[config.mk]
export PLATFORM = sky130hd
export DESIGN_NAME = multi_clk_div
export DESIGN_NICKNAME = d
export VERILOG_FILES = /design/src/rtl/multi_clk_div_pkg.sv /design/src/rtl/clk_div_chan.sv /design/src/rtl/multi_clk_div.sv
export SDC_FILE = /design/constraint.sdc
export NUM_CORES = 1
export LEC_CHECK = 0
export BUFFER_PORTS_ARGS = -buffer_cell sky130_fd_sc_hd__buf_2
export CAP_MARGIN = 20
export CORE_MARGIN = 2
export CORE_UTILIZATION = 40
export CTS_CLUSTER_SIZE = 28
export DETAILED_ROUTE_END_ITERATION = 16
export PLACE_DENSITY = 0.64
export SETUP_SLACK_MARGIN = 0.1
export SYNTH_ARGS = -nofsm -noshare
export SYNTH_HDL_FRONTEND = slang
export SYNTH_HIERARCHICAL = 1
export SYNTH_SLANG_ARGS = --single-unit
export TNS_END_PERCENT = 100
[constraint.sdc]
create_clock -name clk -period 15.2 [get_ports clk]
set_input_delay 0 -clock clk [delete_from_list [all_inputs] [get_ports clk]]
set_output_delay 0 -clock clk [all_outputs]
set_load 0.005 [all_outputs]
[src/rtl/multi_clk_div_pkg.sv]
// Shared types and defaults for the multi-channel clock divider.
// Configuration is carried at a fixed maximum width and narrowed inside each channel.
package multi_clk_div_pkg;

    localparam int MAX_W        = 32;
    localparam int DEF_PERIOD_C = 50000000;
    localparam int DEF_THR_C    = 25000000;

    typedef struct packed {
        logic [MAX_W-1:0] period;
        logic [MAX_W-1:0] thr;
    } chan_cfg_t;

    // Channel-select width; at least one bit even for a single channel.
    function automatic int chw(input int nch);
        return (nch <= 2) ? 1 : $clog2(nch);
    endfunction

endpackage

[src/rtl/clk_div_chan.sv]
// One divider channel: counter, active/shadow config, registered q/tick/pend.
// Latency: q/tick registered from next-state logic, so they track the held count.
// Backpressure: none; config writes are accepted every cycle and shadowed until the wrap.
module clk_div_chan
    import multi_clk_div_pkg::*;
#(
    parameter int N          = 26,
    parameter int DEF_PERIOD = DEF_PERIOD_C,
    parameter int DEF_THR    = DEF_THR_C
) (
    input  logic      clk,
    input  logic      reset_n,
    input  logic      en,
    input  logic      sync,
    input  logic      wr,
    input  chan_cfg_t wr_cfg,
    output logic      q,
    output logic      tick,
    output logic      pend
);

    localparam chan_cfg_t DEF_CFG = '{period: MAX_W'(DEF_PERIOD), thr: MAX_W'(DEF_THR)};

    chan_cfg_t    act_q, act_d;
    chan_cfg_t    pnd_q, pnd_d;
    logic [N-1:0] cnt_q, cnt_d;
    logic         pend_q, pend_d;
    logic         q_q, q_d;
    logic         tick_q, tick_d;
    logic         wrap;

    assign wrap = en && (MAX_W'(cnt_q) == act_q.period);

    always_comb begin
        act_d  = act_q;
        pnd_d  = pnd_q;
        pend_d = pend_q;
        cnt_d  = cnt_q + N'(1);

        if (wr) begin
            pnd_d = wr_cfg;
        end

        if (!en) begin
            // Idle channel: nothing is mid-period, so config lands immediately.
            act_d  = wr ? wr_cfg : pnd_q;
            pend_d = 1'b0;
            cnt_d  = '0;
        end else if (sync) begin
            // A write coinciding with sync stays shadowed for the following wrap.
            act_d  = pnd_q;
            pend_d = wr;
            cnt_d  = '0;
        end else if (wrap) begin
            act_d  = wr ? wr_cfg : pnd_q;
            pend_d = 1'b0;
            cnt_d  = '0;
        end else if (wr) begin
            pend_d = 1'b1;
        end

        q_d    = en && (MAX_W'(cnt_d) >= act_d.thr);
        tick_d = en && !sync && (MAX_W'(cnt_d) == act_d.period);
    end

    always_ff @(posedge clk or negedge reset_n) begin
        if (!reset_n) begin
            act_q  <= DEF_CFG;
            pnd_q  <= DEF_CFG;
            cnt_q  <= '0;
            pend_q <= 1'b0;
            q_q    <= 1'b0;
            tick_q <= 1'b0;
        end else begin
            act_q  <= act_d;
            pnd_q  <= pnd_d;
            cnt_q  <= cnt_d;
            pend_q <= pend_d;
            q_q    <= q_d;
            tick_q <= tick_d;
        end
    end

    assign q    = q_q;
    assign tick = tick_q;
    assign pend = pend_q;

endmodule

[src/rtl/multi_clk_div.sv]
// NCH-channel programmable clock divider; optional phase-align input under MULTI_CLK_DIV_SYNC_EN.
// Latency: one clock from en/cfg to registered q/tick; config applies at the period wrap.
// Backpressure: none; writes to cfg_ch >= NCH are dropped.
module multi_clk_div
    import multi_clk_div_pkg::*;
#(
    parameter  int N          = 26,
    parameter  int NCH        = 4,
    parameter  int DEF_PERIOD = DEF_PERIOD_C,
    parameter  int DEF_THR    = DEF_THR_C,
    localparam int CHW        = chw(NCH)
) (
    input  logic           clk,
    input  logic           reset_n,
`ifdef MULTI_CLK_DIV_SYNC_EN
    input  logic           sync,
`endif
    input  logic [NCH-1:0] en,
    input  logic           cfg_we,
    input  logic [CHW-1:0] cfg_ch,
    input  logic [N-1:0]   cfg_period,
    input  logic [N-1:0]   cfg_thr,
    output logic [NCH-1:0] cfg_pend,
    output logic [NCH-1:0] q,
    output logic [NCH-1:0] tick
);

    chan_cfg_t wr_cfg;
    logic      sync_i;

`ifdef MULTI_CLK_DIV_SYNC_EN
    assign sync_i = sync;
`else
    assign sync_i = 1'b0;
`endif

    assign wr_cfg.period = MAX_W'(cfg_period);
    assign wr_cfg.thr    = MAX_W'(cfg_thr);

    for (genvar i = 0; i < NCH; i++) begin : g_ch
        logic wr;
        assign wr = cfg_we && (cfg_ch == CHW'(i));

        clk_div_chan #(
            .N          (N),
            .DEF_PERIOD (DEF_PERIOD),
            .DEF_THR    (DEF_THR)
        ) u_chan (
            .clk     (clk),
            .reset_n (reset_n),
            .en      (en[i]),
            .sync    (sync_i),
            .wr      (wr),
            .wr_cfg  (wr_cfg),
            .q       (q[i]),
            .tick    (tick[i]),
            .pend    (cfg_pend[i])
        );
    end

endmodule

Word level (Yosys, flattened, before mapping). Index checks and enable logic that the tools add are counted.

Logic and storage cells: 104. Register bits after elaboration: 628.

Magnitude comparators: 4. Reductions and logical operators: 17. Add/sub/neg operators: 4. Mux-type cells: 32. Equal/unequal tests: 15.

Operators with widths (count): $mux W64 (12); $eq A26 B32 Y1 (8); $mux W26 (8); $ge A26 B32 Y1 (4); $add A26 B1 Y26 const B (4); $logic_and A1 B1 Y1 (16); $mux W1 (12); $ne A3 B1 Y1 const B (4); $eq A2 B2 Y1 const B (2); $eq A2 B1 Y1 const B (1); $logic_not A2 Y1 (1).

Longest topological paths before layout.
Word-level depth: 7. Depth in mapped cells: 24.

By module. Netlist, hierarchy kept.

By module, submodules not included: clk_div_chan at g_ch[1].u_chan ... (cells each 803, times used 2, area an instance 8247.9 um^2, sequential area each 3988.8 um^2); clk_div_chan at g_ch[3].u_chan (cells each 852, times used 1, area an instance 8451.9 um^2, sequential area each 3988.8 um^2); clk_div_chan at g_ch[0].u_chan (cells each 797, times used 1, area an instance 8343.0 um^2, sequential area each 3988.8 um^2); multi_clk_div (cells each 5, times used 1, area an instance 41.3 um^2, sequential area each 0.0 um^2).

Worst setup path after synthesis. No wires, ideal clock.

Path type: register -> register. Start point: reg g_ch[1].u_chan/act_q[49] in the netlist's numbering. End point: reg g_ch[1].u_chan.q_q. Cell stages (with the launch flop): 24. Arrival: 4.848 ns. Clock period less this slack: 4.974 ns. Path buffers: 5. Library setup time: 0.126 ns. Setup slack: 10.226 ns. Data required time: 15.074 ns. Path through: dfstp_2 xor2_1 or4_4 nor4_4 and2_1 buf_6 buf_2 clkbuf_1 clkbuf_1 buf_1 nor3b_1 a21oi_1 o21ai_0 ha_1 nand2b_1 a21o_1 a21o_1 a21o_1 a21o_1 a21o_1 a21o_1 a211oi_1 o211ai_1 nor4bb_1.

RTL lines: start, declared (RTL line clk_div_chan.sv:24) `chan_cfg_t act_q, act_d;`; start signal, assigned (RTL line clk_div_chan.sv:75) `act_q <= act_d;`; end signal, assigned (RTL line clk_div_chan.sv:79) `q_q <= q_d;`; end, declared (RTL line clk_div_chan.sv:28) `logic q_q, q_d;`.

Worst setup path after layout.
Start point: reg g_ch[1].u_chan/act_q[44] in the netlist's numbering. End point: reg g_ch[1].u_chan.q_q.

Word-level cells in the longest chain between the ends: 6. Elaborated cells between the ends (all ways): 8. Those cells by class: order compare: 1; eq/ne: 1; mux: 4; reduce/logical: 2.

RTL lines: $eq A26 B32 Y1 * (RTL line clk_div_chan.sv:32) `assign wrap = en && (MAX_W'(cnt_q) == act_q.period);`; $logic_and A1 B1 Y1 * (RTL line clk_div_chan.sv:32); $mux W26 or $mux W64 (tied branches) (RTL line clk_div_chan.sv:54) `end else if (wrap) begin`; $mux W26 or $mux W64 (tied branches) (RTL line clk_div_chan.sv:44) `if (!en) begin`; $ge A26 B32 Y1 * (RTL line clk_div_chan.sv:62) `q_d = en && (MAX_W'(cnt_d) >= act_d.thr);`; $logic_and A1 B1 Y1 * (RTL line clk_div_chan.sv:62); net g_ch[1].u_chan.q_d (RTL line clk_div_chan.sv:28).

Mark *: on every way through the listed nets, which the timed path passes. The rest lies on a longest branch. A chain may end at the register's enable or synchronous reset.

==> results_dict.tcl <==
set metrics [dict create \
    hpwl_mm 68.5 \
    clock-skew-final_ns 0.0249 \
    post-place-ws_ns 10.05 \
    worstMarginPinSlew_ns 2.19 \
    grt_setup_unrepaired "no" \
    clockPowerShare_pct 37.8 \
    fp.dieH_um 293 \
    nets 3539 \
    dr.max_layer_used "met4" \
    synth_top_cell_by_area "dfrtp_1" \
    finalCritPeriodShare_pct 34.2 \
    endpoint_kind "register" \
    gp_congestion 0.925 \
    cp.required_ns 15.69 \
    max-slew-margin-rel_pct -46.9 \
    worst_path_most_repeated_cell "a21o_1" \
    crit_family "compound AO/OA/AOI/OAI gates" \
    clk_latency_ns 0.62 \
    powerDensity_nw_per_um2 125 \
    htreeDepth 3 \
    wl_met2_mm 47.5 \
    ys_seq_area_share_pct 47.9 \
    fmax_mhz 193 \
    hold_violations 0 \
    p_sw_share_pct 28.0 \
    core_um2 82200 \
    antenna_found_initial 12 \
    grt_pass1_vias 25300 \
    firstDrtPassIters 6 \
    grt_pass1_wl_mm 159 \
    crit_buf_inv 2 \
    clockBufferDepth 3 \
    drive_gt1_share_pct 21.4 \
    grt_usage_pct 24.1 \
    grt_overflow 0 \
    intPower_mw 3.42 \
    yosys_register_bits 628 \
    num_vias 25800 \
    slew_violations 52 \
    max_cap_viol_count 0 \
    ant_nets 0 \
    setup_viol 0 \
    synthTopCellsByCount "dfrtp_1, nor2_1, o21ai_0" \
    io_buffers 72 \
    root_buffer "clkbuf_16" \
    p_leak_nw 16.0 \
    synth_flop_cell "dfrtp_1" \
    routed_wl_mm 103 \
    power_mw 4.74 \
    met3_length_mm 6.18 \
    postLayoutSetupSlackWorst_ns 10.01 \
    ys_types 86 \
    crit_chain "xnor2_1, nand4_1, nor4_2, and2_2, buf_4, a21oi_2, buf_4, o21ai_0, ha_1, a21o_1, a21o_1, a21o_1, a21o_1, a21o_1, a211oi_1, o211ai_1, nor4bb_1" \
    cp_max_fo 32 \
    slowest_stage "and2_2" \
    yosys-top-cells-area "dfrtp_1, dfstp_2, mux2_2" \
    cpPeakStageDelay_ns 0.63 \
    peakVddDrop_mv 0.0839 \
    cts_tree "done" \
    synth_edf_count 0 \
    wire_per_inst_um 23.0 \
    cp.arrival_ns 5.68 \
    netSwitchingPower_mw 1.33 \
    initial_core_util_pct 40.5 \
    syn_area_um2 33300 \
    final_cell_area_um2 37800 \
    crit_type "register to register" \
    cts-resized-gates 0 \
    p_comb_share_pct 17.4 \
    pin_count 73 \
    met1Wirelength_mm 45.6 \
    dpl_cell_area_um2 34800 \
    period_minus_slack_ns 5.19 \
    via_per_inst 5.73 \
    hold_buffers 54 \
    avgSynthCellArea_um2 10.2 \
    async_reset_ff_share_pct 100 \
    synth_top_area_share_pct 32.7 \
    clock_sinks 628 \
    tns_ns 0 \
    hold_class "primary input to asynchronous set/reset pin" \
    syn_inst 3260 \
    die-area_um2 85700 \
    outcome "finished, violations left" \
    grt_max_degree 115 \
    postCtsSetupRepairBufs 0 \
    drc 0 \
    fin_util_pct 46.0 \
    worstSetupStartpointType "register" \
    r2r_setup_slack_ns 10.01 \
    die_w_um 293 \
    violations "slew limit" \
    yosys_warnings 6 \
    clk_pin_slew_worst_paths_ns 0.06 \
    synth.most_common_cell "dfrtp_1" \
    area_growth_pct 13.4 \
    seqPwrFrac_pct 44.8 \
    cts_buffers 73 \
    first_iter_violations 2523 \
    rows 105 \
]
placed cells by master (no fill, tap or decap), types with 24 or more instances in the layout:
cell type | synthesis | routed
mux2_2 | 235 | 235
nor4_1 | 29 | 29
nor2_1 | 286 | 285
xor2_1 | 83 | 83
or3_1 | 29 | 29
clkbuf_16 | 0 | 76
a21o_1 | 35 | 35
nand3_1 | 47 | 47
nor3_1 | 162 | 162
xnor2_1 | 171 | 171
or2_2 | 24 | 24
nand2_1 | 124 | 124
o21ai_0 | 275 | 274
o22ai_1 | 26 | 26
inv_1 | 193 | 193
conb_1 | 1 | 54
a22oi_1 | 24 | 24
ha_1 | 108 | 108
nand4_1 | 64 | 64
buf_4 | 0 | 38
mux2i_1 | 41 | 41
nand2b_1 | 38 | 38
dfstp_2 | 192 | 192
and2_1 | 39 | 36
dfrtp_1 | 436 | 436
dlygate4sd3_1 | 0 | 54
a21oi_1 | 92 | 90
buf_2 | 23 | 71
and3_1 | 30 | 30
state kept, by name, summed over array words and instances (netlist names):
register,cells
g_ch.u_chan/act_q,256
g_ch.u_chan/pend,4
g_ch.u_chan/q,4
g_ch.u_chan/pnd_q,256
g_ch.u_chan/cnt_q,104
g_ch.u_chan/tick,4
routing by layer:
| layer | vias to the layer above | track usage, % |
|---|---|---|
| li1 | 11800 | - |
| met1 | 13100 | 33.6 |
| met2 | 771 | 37.8 |
| met3 | 180 | 3.38 |
| met4 | 0 | 9.58 |
| met5 | - | 0 |
path summary, 6_finish.rpt:
check	depth (start not counted)	end	startpoint
setup / recovery	17	g_ch[1].u_chan/q	g_ch[1].u_chan/act_q[44]
hold / removal	2	g_ch[0].u_chan/pnd_q[60]	reset_n
hold reg to reg	2	g_ch[0].u_chan/pend	g_ch[0].u_chan/pend
max in group asynchronous	4	g_ch[2].u_chan/act_q[56]	reset_n
min in group clk	2	g_ch[2].u_chan/pnd_q[34]	cfg_period[2]
setup reg to reg	17	g_ch[1].u_chan/q	g_ch[1].u_chan/act_q[44]
cell type report:
class | instances | area (um2)
antenna | 5 | 12.5
clock buffer | 113 | 2180
clock inverter | 21 | 255
fill | 7726 | 44400
inverter | 198 | 743
multi-input combinational | 2304 | 16100
sequential | 628 | 16000
tap | 1070 | 1340
timing repair buffer | 165 | 1220
power by group through the flow:
stage	Clock, mW	Sequential [mW]	Combinational, mW
6_report	1.79	2.12	0.825
5_1_grt	1.89	2.16	0.916
4_1_cts	1.83	2.12	0.808
3_5_place_dp	0	2.15	0.792
3_3_place_gp	0	2.14	0.780
2_1_floorplan	0	2.11	0.578
per-stage QoR:
| step | hold WS (ns) | std cells |
|---|---|---|
| floorplan | -0.296 | 3313 |
| global placement | 0.142 | 4310 |
| detailed placement | 0.148 | 4310 |
| CTS | 0.000991 | 4498 |
| global route | 0.00119 | 4499 |
| finish | 0.0179 | 4504 |
cells by family after synthesis:
group | count (synthesis) | synth area share (%)
compound gates | 659 | 13.1
flops | 628 | 47.9
xor+xnor | 254 | 6.67
mux | 276 | 9.17
buf+inv | 381 | 4.51
simple gates | 953 | 14.6
other cells | 1 | 0.0113
fa+ha+maj | 108 | 4.05
Note: power is estimated with default switching activity, not from simulation.
